**config.mk**
```make
export PLATFORM = sky130hd
export DESIGN_NAME = key_debounce_array
export DESIGN_NICKNAME = d
export VERILOG_FILES = /design/src/rtl/key_debounce_array.sv
export SDC_FILE = /design/constraint.sdc
export NUM_CORES = 1
export LEC_CHECK = 0
export ABC_AREA = 1
export BUFFER_PORTS_ARGS = -buffer_cell sky130_fd_sc_hd__buf_2
export CORE_MARGIN = 3
export CORE_UTILIZATION = 25
export CTS_BUF_LIST = sky130_fd_sc_hd__clkbuf_8 sky130_fd_sc_hd__clkbuf_16
export CTS_CLUSTER_DIAMETER = 50
export CTS_CLUSTER_SIZE = 8
export DETAILED_ROUTE_END_ITERATION = 16
export SETUP_SLACK_MARGIN = 0.1
export SYNTH_ARGS = -nofsm -noshare
export SYNTH_HDL_FRONTEND = slang
export SYNTH_SLANG_ARGS = --single-unit
export TNS_END_PERCENT = 10
```
**constraint.sdc**
```tcl
create_clock -name clk -period 2.2 [get_ports clk]
set_input_delay 0.22 -clock clk [delete_from_list [all_inputs] [get_ports clk]]
set_output_delay 0.22 -clock clk [all_outputs]
set_load 0.03 [all_outputs]
```
**src/rtl/key_debounce_array.sv**
```systemverilog
// Multi-channel key debouncer with edge pulses, long-press detection and
// auto-repeat. Every channel runs its own synchroniser, debounce counter and
// hold FSM; channels share nothing but the clock and reset.
module key_debounce_array #(
  parameter int CHANNELS        = 4,
  parameter int DEBOUNCE_CYCLES = 2000000,
  parameter int LONG_CYCLES     = 100000000,
  parameter int REPEAT_CYCLES   = 20000000,
  parameter bit INIT_LEVEL      = 1'b0
) (
  input  logic                clk,
  input  logic                reset,
  input  logic [CHANNELS-1:0] noisy_in,
  output logic [CHANNELS-1:0] clean_out,
  output logic [CHANNELS-1:0] rise_pulse,
  output logic [CHANNELS-1:0] fall_pulse,
  output logic [CHANNELS-1:0] long_press,
  output logic [CHANNELS-1:0] repeat_pulse
);

  // Debounce counter spans 0..DEBOUNCE_CYCLES-1; it saturates instead of wrapping.
  localparam int CNT_W = (DEBOUNCE_CYCLES > 1) ? $clog2(DEBOUNCE_CYCLES) : 1;

  // The hold counter is shared by the long-press and repeat phases, so it is
  // sized for whichever period is longer.
  localparam int HOLD_MAX = (LONG_CYCLES > REPEAT_CYCLES) ? LONG_CYCLES : REPEAT_CYCLES;
  localparam int HOLD_W   = (HOLD_MAX > 1) ? $clog2(HOLD_MAX) : 1;

  localparam logic [CNT_W-1:0]  CNT_MAX  = CNT_W'(DEBOUNCE_CYCLES - 1);
  localparam logic [HOLD_W-1:0] LONG_MAX = HOLD_W'(LONG_CYCLES - 1);
  localparam logic [HOLD_W-1:0] REP_MAX  = HOLD_W'((REPEAT_CYCLES > 0) ? (REPEAT_CYCLES - 1) : 0);

  typedef enum logic [1:0] {
    IDLE    = 2'd0,
    PRESSED = 2'd1,
    HELD    = 2'd2
  } hold_state_t;

  for (genvar ch = 0; ch < CHANNELS; ch++) begin : g_chan

    logic              sync_a;
    logic              sync_b;
    logic              candidate;
    logic [CNT_W-1:0]  cnt;
    logic              clean;
    logic              rise_q;
    logic              fall_q;
    logic              settle;
    logic              rise_next;
    logic              fall_next;

    hold_state_t       state;
    hold_state_t       state_next;
    logic [HOLD_W-1:0] hcnt;
    logic [HOLD_W-1:0] hcnt_next;
    logic              long_q;
    logic              long_next;
    logic              repeat_q;
    logic              repeat_next;

    // The clean level flips once the candidate has been stable for the full window.
    always_comb begin
      settle    = (sync_b == candidate) && !(cnt < CNT_MAX) && (clean != candidate);
      rise_next = settle && candidate;
      fall_next = settle && !candidate;
    end

    // Synchroniser, candidate tracking and debounce counter with registered edge pulses.
    always_ff @(posedge clk or negedge reset) begin
      if (!reset) begin
        sync_a    <= INIT_LEVEL;
        sync_b    <= INIT_LEVEL;
        candidate <= INIT_LEVEL;
        cnt       <= '0;
        clean     <= INIT_LEVEL;
        rise_q    <= 1'b0;
        fall_q    <= 1'b0;
      end else begin
        sync_a <= noisy_in[ch];
        sync_b <= sync_a;
        if (sync_b != candidate) begin
          candidate <= sync_b;
          cnt       <= '0;
        end else if (cnt < CNT_MAX) begin
          cnt <= cnt + 1'b1;
        end else if (clean != candidate) begin
          clean <= candidate;
        end
        rise_q <= rise_next;
        fall_q <= fall_next;
      end
    end

    // Hold FSM next state: a release overrides everything, including a pulse due this edge.
    always_comb begin
      state_next  = state;
      hcnt_next   = hcnt;
      long_next   = 1'b0;
      repeat_next = 1'b0;
      if (fall_next) begin
        state_next = IDLE;
        hcnt_next  = '0;
      end else begin
        case (state)
          IDLE: begin
            if (rise_next) begin
              state_next = PRESSED;
              hcnt_next  = '0;
            end
          end
          PRESSED: begin
            if (hcnt == LONG_MAX) begin
              long_next  = 1'b1;
              hcnt_next  = '0;
              state_next = HELD;
            end else begin
              hcnt_next = hcnt + 1'b1;
            end
          end
          HELD: begin
            if (REPEAT_CYCLES != 0) begin
              if (hcnt == REP_MAX) begin
                repeat_next = 1'b1;
                hcnt_next   = '0;
              end else begin
                hcnt_next = hcnt + 1'b1;
              end
            end
          end
          default: begin
            state_next = IDLE;
            hcnt_next  = '0;
          end
        endcase
      end
    end

    // Hold FSM state, counter and registered long/repeat pulses.
    always_ff @(posedge clk or negedge reset) begin
      if (!reset) begin
        state    <= INIT_LEVEL ? PRESSED : IDLE;
        hcnt     <= '0;
        long_q   <= 1'b0;
        repeat_q <= 1'b0;
      end else begin
        state    <= state_next;
        hcnt     <= hcnt_next;
        long_q   <= long_next;
        repeat_q <= repeat_next;
      end
    end

    assign clean_out[ch]    = clean;
    assign rise_pulse[ch]   = rise_q;
    assign fall_pulse[ch]   = fall_q;
    assign long_press[ch]   = long_q;
    assign repeat_pulse[ch] = repeat_q;
  end

endmodule

```
Word level (Yosys, flattened, before mapping)
Index checks and enable logic that the tools add are counted.

storage, ports and cells
  word-level logic and storage cells = 212
  output and inout port bits = 20
  register bits after elaboration = 232

operators by class
  magnitude comparators = 4
  reduce and logical (&&, ||, !) cells = 40
  eq/ne operators = 40
  add/subtract/negate cells = 8
  multiplexer cells = 68
  bitwise operators = 8

operator list
  kind                   count
  $mux 27                16
  $pmux 27 s3            4
  $mux 21                8
  $add 27x1->27 const B  4
  $eq 27x25->1 const B   4
  $eq 27x27->1 const B   4
  $add 21x1->21 const B  4
  $lt 21x21->1 const B   4
  $mux 1                 24
  $mux 2                 12
  $ne 3x3->1 const B     8
  $pmux 2 s3             4
  $reduce_and 3->1       8
  $logic_and 1x1->1      16
  $eq 2x1->1 const B     4
  $eq 2x2->1 const B     4
  $logic_not 1->1        8
  $logic_not 2->1        4
  $ne 1x1->1             8
  $ne 2x2->1 const B     4
  $not 1->1              8
  $reduce_bool 2->1      4
  $eq 1x1->1             4

Depth between registers and ports, before layout
  depth after elaboration = 8
  gate-level depth with buffers = 14

Worst setup path after synthesis
No wires, ideal clock.

  kind = register -> register
  from = reg g_chan[3].hcnt[0]
  to = reg g_chan[3].hcnt[24]
  data required time = 2.081 ns
  path slack = 0.437 ns
  period minus slack after synthesis = 1.763 ns
  arrival time = 1.644 ns
  stages on the path, launching flop included = 12
  cells stage by stage = dfrtp_1 -> ha_1 -> inv_1 -> nor2_4 -> nand2_2 -> nor2_1 -> nand2_2 -> buf_2 -> nand4_1 -> nand2_1 -> nand4_1 -> nand2_1

on the way
  cells in the longest elaborated chain, start to end = 4

ends and longest elaborated chain
  what                                   line      RTL
  start: declaration                     54        logic [HOLD_W-1:0] hcnt;
  start signal: assignment               147       hcnt <= hcnt_next;
  $add 27x1->27 (tied with other cells)  117, 126
  $mux 27 (on tied branches)             122, 112
  $pmux 27 s3 (*)                        104       case (state)
  $mux 27 (*)                            100       if (fall_next) begin

Every way passes the cells marked *; elsewhere a longest branch is shown, timed or not.
A chain may end at the register's enable or synchronous reset.

Final worst setup path
  from = reg g_chan[1].cnt[16]
  to = reg g_chan[1].hcnt[15]

on the way
  cells in the longest elaborated chain, start to end = 6

ends and longest elaborated chain
  what                                             line    RTL
  start: declaration                               44      logic [CNT_W-1:0] cnt;
  start signal: assignment                         85      cnt <= cnt + 1'b1;
  $lt 21x21->1 (*)                                 63      settle = (sync_b == candidate) && !(cnt < CNT_MAX) && (clean != candidate);
  $logic_not 1->1 (*)                              63
  $logic_and 1x1->1 (*) (2 in a row)               63
  $logic_and 1x1->1 (on tied branches)             64, 65
  $ne 3x3->1 (no line) or $mux 27 (tied branches)  n/a
  end signal: assignment                           147
  end: declaration                                 54

Marked as above.

==> out/metrics.json <==
{
  "drt": {
    "dr.pass1.iters": 6,
    "routed-via-count": 15700,
    "routed_wire_length_per_instance_um": 12.8,
    "antenna_left": 0,
    "drt_first_iter_violations": 1278,
    "vias_per_cell": 4.68,
    "detail_route.wirelength_um": 42900,
    "drcViolationCount": 0
  },
  "setup_path": {
    "worst-setup-path-type": "reg -> reg",
    "worst-r2r-setup-slack_ps": 240,
    "crit-reg2reg-capture": "g_chan[1].hcnt[15]",
    "worst_ep_required_time_ps": 2660,
    "launching_point_of_the_worst_reg2reg_path": "g_chan[1].cnt[16]",
    "critical_path.startpoint_type": "register",
    "reg2reg_depth": 9,
    "worstPathArrival_ps": 2420,
    "worstSetupEndpointType": "register",
    "crit_fanout": 8
  },
  "global_route": {
    "globalRoute.totalOverflow": 0,
    "maximum_number_of_pins_on_one_net_before_global_route_repair": 63,
    "grt_use_total_pct": 12.9,
    "grt_pass1_wl_um": 73600,
    "via_count_of_the_first_global_routing_pass": 14800,
    "antenna_found_initial": 0
  },
  "synthesis": {
    "ys_ff_latch": 232,
    "yosysWarningCount": 0,
    "post_synth_main_area_contributors": "dfrtp_1, nand2_1, nor2_1, nand3_1, inv_1",
    "synth_area_um2": 16000,
    "synth-main-ff-cell": "dfrtp_1",
    "synth_most_common_cell": "nand2_1",
    "synth_largest_type_area_fraction_pct": 36.4,
    "async_reset_ff_share_pct": 100,
    "yosysSeqAreaShare_pct": 36.4,
    "synth_fp_nets": 2452,
    "syn-instance-count": 2422,
    "synth_area_per_cell_um2": 6.59,
    "synth.largest_area_cell": "dfrtp_1",
    "synth.top_cells.by_count": "nand2_1, nor2_1, inv_1",
    "synth_cell_types": 44,
    "edff_count_synth": 0
  },
  "timing": {
    "setup-tns-final_ps": 0,
    "timing.max_slew.rel_slack_pct": 63.8,
    "grt_setup_unrepaired": "yes",
    "final.min_clock_period_ps": 1960,
    "setup_violations": 0,
    "clock-skew-final_ps": 17.6,
    "max_freq_mhz": 511,
    "max_slew_violation_count": 0,
    "timing.hold.ws_ps": 161,
    "tightestPinTransition_ps": 543,
    "timing.final.crit_share_pct": 89.0,
    "timing.final.hold_violations": 0
  },
  "clock_tree": {
    "cts_max_level": 2,
    "cts_buffers": 43,
    "clock_tree.root_cell": "clkbuf_16",
    "cts_tree": "done",
    "clock_latency_of_the_later_clocked_register_in_the_worst_skew_pair_ps": 550,
    "clkTransAtPathRegs_ps": 50,
    "clock_path_buffers": 3,
    "cts_sinks": 232
  },
  "power_and_ir_drop": {
    "power.density_cell_area_nw_per_um2": 587,
    "vdd_ir_drop_max_mv": 0.450,
    "fraction_of_power_consumed_by_sequential_logic_pct": 39.7,
    "switchingPower_mw": 2.44,
    "comb_power_share_pct": 2.3,
    "cellLeakagePower_nw": 8.27,
    "clkPwrFrac_pct": 58.0,
    "swShare_pct": 22.3,
    "cell_internal_pwr_mw": 8.50,
    "fin_total_pwr_mw": 10.9
  },
  "job": {
    "maxCapViolCount": 0
  },
  "finish": {
    "antennaDiodeCount": 0,
    "layout.filler_cells": 6961,
    "areaGrowthSynthToFinish_pct": 16.7,
    "drive_above_1_share_pct": 8.92,
    "nNetsFinal": 2505
  },
  "die": {
    "floorplan.core_area_um2": 63100,
    "initial_utilization_pct": 25.3,
    "die_w_um": 259,
    "floorplan.rows": 92,
    "io_pins": 26,
    "fp.dieArea_um2": 66900,
    "chipHeight_um": 259
  },
  "outcome": {
    "run_status": "completed"
  },
  "worst_hold_path": {
    "min-delay-path-class": "in -> async"
  },
  "placed_design": {
    "final_hpwl_from_detailed_placement_um": 31200,
    "gp_congestion": 0.977,
    "port_buffers": 25
  }
}
[final cells by class]
class | count | area [µm²] | area share, %
Timing Repair Buffer | 95 | 748 | 4.01
Inverter | 278 | 1040 | 5.60
Tap cell | 846 | 1060 | 5.68
Clock buffer | 47 | 1130 | 6.07
Clock inverter | 22 | 231 | 1.24
Sequential cell | 232 | 5810 | 31.1
Multi-Input combinational cell | 1825 | 8620 | 46.3
[worst max-delay path by stage]
stage / cells past startpoint / to / startpoint / slack [ps]
2_1_floorplan: 11 / g_chan[3].hcnt[24] / g_chan[3].hcnt[0] / 440
3_3_place_gp: 12 / g_chan[0].hcnt[13] / g_chan[0].cnt[12] / 180
3_5_place_dp: 12 / g_chan[0].hcnt[13] / g_chan[0].cnt[12] / 170
4_1_cts: 12 / g_chan[0].hcnt[13] / g_chan[0].cnt[12] / 170
5_1_grt: 9 / g_chan[0].state[1] / g_chan[0].cnt[12] / 20
6_report: 9 / g_chan[1].hcnt[15] / g_chan[1].cnt[16] / 240
[sequential cells by signal, indices dropped and copies added, names as in the netlist]
register and cells:
g_chan.hcnt 108, g_chan.cnt 84, g_chan.state 8, g_chan.candidate 4, g_chan.clean 4, g_chan.fall_q 4
g_chan.long_q 4, g_chan.repeat_q 4, g_chan.rise_q 4, g_chan.sync_a 4, g_chan.sync_b 4
[cells by family after synthesis]
group	synth area share, %
xor gates and xnor gates	2.19
DFF	36.4
and+or+nand+nor	43.2
adders and majority gates	1.88
buffers and inverters	9.83
AOI/OAI and AO/OA	6.57
[worst max-delay path: stages (launching register included)]
cell and delay [ps]:
dfrtp_1 420, nor3_1 250, nand3b_1 100, nand2_1 70, nand2_2 100, a21oi_1 460
nand2_2 160, nand2_4 150, nand2_1 60, nor2_1 90
[power groups by stage]
stage	clock (mW)	combinational (mW)	sequential [mW]
floorplan	0	0.104	4.40
global placement	0	0.254	4.40
detailed placement	0	0.258	4.40
CTS	6.62	0.265	4.34
global route	6.77	0.298	4.34
finish	6.35	0.252	4.34
[timing repair]
item / in CTS / in global routing
hold endpoints to repair: 60 / 0
resized for setup: 0 / 6
hold buffers: 5 / 0
setup buffers: 0 / 0
endpoints found under the setup margin: 0 / 75
[cells in the final DEF (no fill, tap or decap), drive strengths merged]
cell type / Yosys / routed
a21o: 1 / 1
xor2: 36 / 36
o21a: 2 / 2
clkinv: 1 / 9
o21bai: 2 / 2
xnor2: 4 / 4
buf: 61 / 90
bufinv: 0 / 4
nor2: 373 / 373
nand3: 272 / 272
a21oi: 82 / 82
clkinvlp: 0 / 2
nor3b: 6 / 6
or2: 8 / 8
ha: 24 / 24
inv: 277 / 285
and3: 1 / 1
dfrtp: 232 / 232
nand2: 696 / 696
nor3: 63 / 63
dlygate4sd3: 0 / 5
clkbuf: 26 / 47
nor4: 12 / 12
o22ai: 6 / 6
a211oi: 1 / 1
nand4: 123 / 123
o211ai: 2 / 2
nand3b: 6 / 6
o21ai: 102 / 102
o31ai: 3 / 3
[per-stage QoR]
step / instance area [µm²] / std cells / worst slack, ps / util (%)
4_1_cts: 18600 / 3345 / 169 / 29.5
5_1_grt: 18600 / 3345 / 24.4 / 29.6
2_1_floorplan: 16000 / 2422 / 437 / -
3_3_place_gp: 17200 / 3271 / 185 / 27.3
6_report: 18600 / 3345 / 242 / 29.6
3_5_place_dp: 17200 / 3271 / 172 / 27.3
[metal layers]
metal	wire, µm	GRT usage [%]	part of all wire [%]	vias to the layer above
li1	-	-	-	7967
met1	20300	17.8	47	7221
met2	19100	20.5	44	397
met3	2370	2.25	5.5	72
met4	1180	4.24	2.7	0
met5	0	0	0	-
(Power assumes the default switching activity.)
